### src/rtl/pattern_sweep_gen.sv
// Exhaustive pattern sequencer (up/down/Gray/LFSR) with rotating-XOR response signature.
// Latency: pattern/idx/valid/busy update one edge after start; done one edge after sweep end.
// Backpressure: none; stimulus is free-running, stop aborts at the next edge.
module pattern_sweep_gen #(
    parameter int WIDTH  = 3,
    parameter int HOLD   = 10,
    parameter int RESP_W = 3
) (
    input  logic              clk,
    input  logic              rst,
    input  logic              start,
    input  logic              stop,
    input  logic [1:0]        mode,
    input  logic              loop,
    input  logic [RESP_W-1:0] resp,
    output logic [WIDTH-1:0]  pattern,
    output logic [WIDTH-1:0]  idx,
    output logic              valid,
    output logic              busy,
    output logic              done,
    output logic [RESP_W-1:0] sig
);
    localparam int HCW = (HOLD > 1) ? $clog2(HOLD) : 1;
    localparam logic [HCW-1:0] HOLD_LAST = HCW'(HOLD - 1);

    // Feedback tap masks, bit t-1 set for 1-indexed tap t.
    localparam logic [7:0] TAP_MASK =
        (WIDTH == 2) ? 8'b0000_0011 :
        (WIDTH == 3) ? 8'b0000_0110 :
        (WIDTH == 4) ? 8'b0000_1100 :
        (WIDTH == 5) ? 8'b0001_0100 :
        (WIDTH == 6) ? 8'b0011_0000 :
        (WIDTH == 7) ? 8'b0110_0000 :
                       8'b1011_1000;
    localparam logic [WIDTH-1:0] TAPS      = TAP_MASK[WIDTH-1:0];
    localparam logic [WIDTH-1:0] LAST_BIN  = WIDTH'(2 ** WIDTH - 1);
    localparam logic [WIDTH-1:0] LAST_LFSR = WIDTH'(2 ** WIDTH - 2);

    localparam logic [1:0] M_UP   = 2'b00;
    localparam logic [1:0] M_DOWN = 2'b01;
    localparam logic [1:0] M_GRAY = 2'b10;
    localparam logic [1:0] M_LFSR = 2'b11;

    typedef enum logic {IDLE, RUN} state_t;

    state_t           state;
    logic [1:0]       mode_q;
    logic [HCW-1:0]   hold_cnt;

    logic [WIDTH-1:0]  idx_nxt;
    logic [WIDTH-1:0]  code_next;
    logic [WIDTH-1:0]  idx_last;
    logic [RESP_W-1:0] sig_rot;
    logic              last_hold;
    logic              sweep_end;
    logic              fb;

    function automatic logic [WIDTH-1:0] first_code(input logic [1:0] m);
        logic [WIDTH-1:0] c;
        case (m)
            M_DOWN:  c = '1;
            M_LFSR:  c = WIDTH'(1);
            default: c = '0;
        endcase
        return c;
    endfunction

    generate
        if (RESP_W == 1) begin : g_rot1
            assign sig_rot = sig;
        end else begin : g_rotn
            assign sig_rot = {sig[RESP_W-2:0], sig[RESP_W-1]};
        end
    endgenerate

    assign last_hold = (hold_cnt == HOLD_LAST);
    assign idx_nxt   = idx + 1'b1;
    assign fb        = ^(pattern & TAPS);
    assign sweep_end = last_hold && (idx == idx_last);

    always_comb begin
        code_next = idx_nxt;
        idx_last  = LAST_BIN;
        case (mode_q)
            M_DOWN: code_next = pattern - 1'b1;
            M_GRAY: code_next = idx_nxt ^ (idx_nxt >> 1);
            M_LFSR: begin
                code_next = {pattern[WIDTH-2:0], fb};
                idx_last  = LAST_LFSR;
            end
            default: code_next = idx_nxt;
        endcase
    end

    always_ff @(posedge clk) begin
        if (rst) begin
            state    <= IDLE;
            mode_q   <= M_UP;
            hold_cnt <= '0;
            pattern  <= '0;
            idx      <= '0;
            sig      <= '0;
            valid    <= 1'b0;
            busy     <= 1'b0;
            done     <= 1'b0;
        end else begin
            valid <= 1'b0;
            done  <= 1'b0;
            case (state)
                IDLE: begin
                    if (start) begin
                        state    <= RUN;
                        busy     <= 1'b1;
                        mode_q   <= mode;
                        pattern  <= first_code(mode);
                        idx      <= '0;
                        sig      <= '0;
                        hold_cnt <= '0;
                        valid    <= 1'b1;
                    end
                end
                RUN: begin
                    // The final-cycle sample is folded even when stop aborts that cycle.
                    if (last_hold) begin
                        sig <= sig_rot ^ resp;
                    end
                    if (stop) begin
                        state    <= IDLE;
                        busy     <= 1'b0;
                        hold_cnt <= '0;
                    end else if (!last_hold) begin
                        hold_cnt <= hold_cnt + 1'b1;
                    end else begin
                        hold_cnt <= '0;
                        if (!sweep_end) begin
                            pattern <= code_next;
                            idx     <= idx_nxt;
                            valid   <= 1'b1;
                        end else if (loop) begin
                            pattern <= first_code(mode_q);
                            idx     <= '0;
                            sig     <= '0;
                            valid   <= 1'b1;
                        end else begin
                            state <= IDLE;
                            busy  <= 1'b0;
                            done  <= 1'b1;
                        end
                    end
                end
            endcase
        end
    end
endmodule

### config.mk
export PLATFORM = sky130hd
export DESIGN_NAME = pattern_sweep_gen
export DESIGN_NICKNAME = d
export VERILOG_FILES = /design/src/rtl/pattern_sweep_gen.sv
export SDC_FILE = /design/constraint.sdc
export NUM_CORES = 1
export LEC_CHECK = 0
export ABC_CLOCK_PERIOD_IN_PS = 2700
export CAP_MARGIN = 25
export CORE_ASPECT_RATIO = 1.2
export CORE_MARGIN = 2
export CORE_UTILIZATION = 40
export CTS_CLUSTER_SIZE = 16
export DETAILED_ROUTE_END_ITERATION = 16
export PLACE_DENSITY = 0.64
export SLEW_MARGIN = 10
export SYNTH_ARGS = -nofsm -noshare
export SYNTH_HDL_FRONTEND = slang
export SYNTH_SLANG_ARGS = --single-unit
### constraint.sdc
create_clock -name clk -period 2.7 [get_ports clk]
set_input_delay 0.54 -clock clk [delete_from_list [all_inputs] [get_ports clk]]
set_output_delay 0.54 -clock clk [all_outputs]
set_load 0.02 [all_outputs]
==> impl_metrics.json <==
{
  "critical_path_class": "register to output pin",
  "synthesis.area_sq_mm": 0.001101,
  "detailed_place_hpwl_microns": 1824,
  "grt_overflow": 0,
  "yosys.cell_types.count": 39,
  "fin_cells": 189,
  "drt-wirelength-per-cell_microns": 12.72,
  "antenna_found_initial": 0,
  "yosysWarnings": 0,
  "tns_ns": 0,
  "worst_setup_path_end_kind": "output pin",
  "wirelength_microns": 2405,
  "die_x_microns": 51.90,
  "fin_crit_sh_pct": 74.78,
  "clock_path_buffers": 2,
  "post_cts_buffers": 0,
  "tightest_slew_ns": 0.4966,
  "worst-path-buf-inv": 1,
  "skew_ns": 0.005359,
  "yosys.area.top_type_share_pct": 34.55,
  "first_pass_iters": 4,
  "hold_violations": 0,
  "grt_pass1_vias": 943,
  "crit_start": "idx[0]",
  "seq_area_frac_synth_pct": 34.55,
  "max_stage_delay_ns": 0.67,
  "maxCapViolations": 0,
  "powerDensity_mw_per_mm2": 402.1,
  "slew_violations": 0,
  "slew_headroom_pct": 66.85,
  "grt_max_degree": 16,
  "rsz0062_at_grt": "false",
  "cts_root_buf": "clkbuf_4",
  "p_int_uw": 395.8,
  "post-route-drc-count": 0,
  "start_util_pct": 42.72,
  "die_area_sq_mm": 0.003190,
  "fin_nets": 171,
  "numCtsBuffers": 3,
  "synth_top_area_cell": "dfxtp_1",
  "clock_sinks": 19,
  "clk_pin_slew_ns": 0.11,
  "period_minus_slack_ns": 2.019,
  "synth-seq-cells": 19,
  "pwr-share-comb_pct": 17.4,
  "hold_path_class": "register to register",
  "cts_resized": 0,
  "synth-edff-count": 0,
  "areaGrowthSynthToFinish_pct": 24.09,
  "report.final.setup_viol": 0,
  "cp_max_fo": 9,
  "diodes": 0,
  "cp.arrival_ns": 1.48,
  "port-buffer-count": 21,
  "grt_use_total_pct": 16.71,
  "grt_pass1_wl_microns": 3995,
  "via_per_inst": 5.344,
  "core_sq_mm": 0.002577,
  "clock_latency_ns": 0.30,
  "ctsHoldBuffers": 0,
  "rows": 20,
  "leakage_uw": 0.0005056,
  "dp.cells": 185,
  "seqPwrFrac_pct": 55.7,
  "synth.avg_cell_area_sq_um": 8.156,
  "place.gp.congestion": 0.7749,
  "async_flop_share_pct": 0,
  "p_switching_uw": 153.6,
  "hold_ws_ns": 0.5061,
  "synthFlopType": "dfxtp_1",
  "route.antenna.remaining_nets": 0,
  "status": "completed",
  "vias": 1010,
  "ir_drop_mv": 0.2796,
  "fmax_ghz": 0.4953,
  "start_kind": "register",
  "cp_data_required_time_ns": 2.16,
  "synthCells": 135,
  "path_cells": "clkdlybuf4s50_1",
  "cts_tree": "yes",
  "dr.first_iter.drc_count": 28,
  "cpMaxStageDelayCell": "clkdlybuf4s50_1",
  "io_pins": 22,
  "syn_nets": 149,
  "critical_path.top_delay_family": "buffers and inverters",
  "swShare_pct": 27.96,
  "htreeDepth": 1,
  "worstHoldStart": "hold_cnt[3]",
  "clkPwrFrac_pct": 26.9,
  "synthTopCellsByArea": "dfxtp_1 35%, nor2_1 5.8%, a21oi_1 5.5%",
  "die_h_microns": 61.48,
  "drive_gt1_share_pct": 6.410,
  "r2r-start": "state"
}
-- sequential cells by signal (all words and copies together) (netlist names) --
signal,cells
pattern,3
busy,1
hold_cnt,4
idx,3
valid,1
state,1
done,1
mode_q,2
sig,3
-- layout by cell type, fill, tap and decap left out, types with 2 or more instances in the layout --
master,synthesis,layout
nand2_1,8,8
xor2_1,6,6
clkdlybuf4s50_1,0,21
a22oi_1,4,4
a211oi_1,3,3
nor2_1,17,17
a221oi_1,3,3
clkbuf_4,0,3
dfxtp_1,19,19
nor2b_1,3,3
a21oi_1,12,12
nand4_1,2,2
nand2b_1,3,3
ha_1,4,4
and3b_1,2,2
nand3_1,2,2
and2_1,2,2
a31oi_1,4,4
inv_1,9,9
xnor2_1,2,2
o21ai_0,7,7
-- through the flow --
step | area [sq um] | total power, uW | util, % | worst slack, ns
final | 1366 | 549.4 | 53.01 | 0.6809
after global routing | 1366 | 571.6 | 53.01 | 0.6102
after CTS | 1366 | 551.1 | 53.01 | 0.6863
after detailed placement | 1340 | 408.1 | 51.99 | 0.3964
after global placement | 1340 | 405.8 | 51.99 | 0.4366
after floorplan | 1101 | 368.2 | - | 1.002
-- worst paths after layout --
check / to / slack [ns] / depth (start not counted)
hold reg to reg: hold_cnt[3] / 0.51 / 2
setup reg to reg: pattern[1] / 0.83 / 5
hold / removal: hold_cnt[3] / 0.51 / 2
setup / recovery: idx[0] / 0.68 / 1
-- cell usage after synthesis (all sizes together) (2+ instances only) --
| library cell | instances |
|---|---|
| dfxtp | 19 |
| ha | 4 |
| nor2b | 4 |
| inv | 9 |
| and2 | 2 |
| nand2 | 8 |
| nor2 | 17 |
| and3b | 2 |
| a22oi | 4 |
| xor2 | 6 |
| a221oi | 3 |
| a21oi | 12 |
| a31oi | 4 |
| o21ai | 7 |
| nand4 | 2 |
| xnor2 | 2 |
| nand3 | 2 |
| or3 | 2 |
| clkbuf | 4 |
| a211oi | 3 |
| nand2b | 3 |
-- power by group through the flow --
stage | clock (uW) | combinational (uW) | sequential, uW
global route | 158 | 105 | 308
finish | 148 | 95.6 | 306
CTS | 149 | 95.9 | 306
floorplan | 0 | 57.0 | 311
detailed placement | 0 | 95.5 | 313
global placement | 0 | 94.4 | 311
-- per-layer routing --
metal	part of all wire, %	up-vias	track usage (%)
met5	0	-	0
met4	1.7	0	6.767
met3	2.6	4	2.184
met2	49	15	29.66
met1	47	466	20.39
li1	-	525	-
-- area by class of cell --
class / count / area [sq um]
Inverter: 9 / 33.78
Timing Repair Buffer: 22 / 217.7
Clock buffer: 4 / 26.28
Multi-Input combinational cell: 102 / 666.9
Tap cell: 33 / 41.29
Fill cell: 244 / 1211
Sequential cell: 19 / 380.4
-- logic make-up (layout without fill, tap and decap cells) --
family          after synthesis  count (layout)  share of synthesized area, %
simple gates                 47              47                         22.27
compound gates               42              42                         26.48
flops                        19              19                         34.55
buf+inv                      14              35                         4.885
xor+xnor                      8               8                         6.364
fa+ha+maj                     4               4                         4.546
mux                           1               1                        0.9091
(Power assumes the default switching activity.)
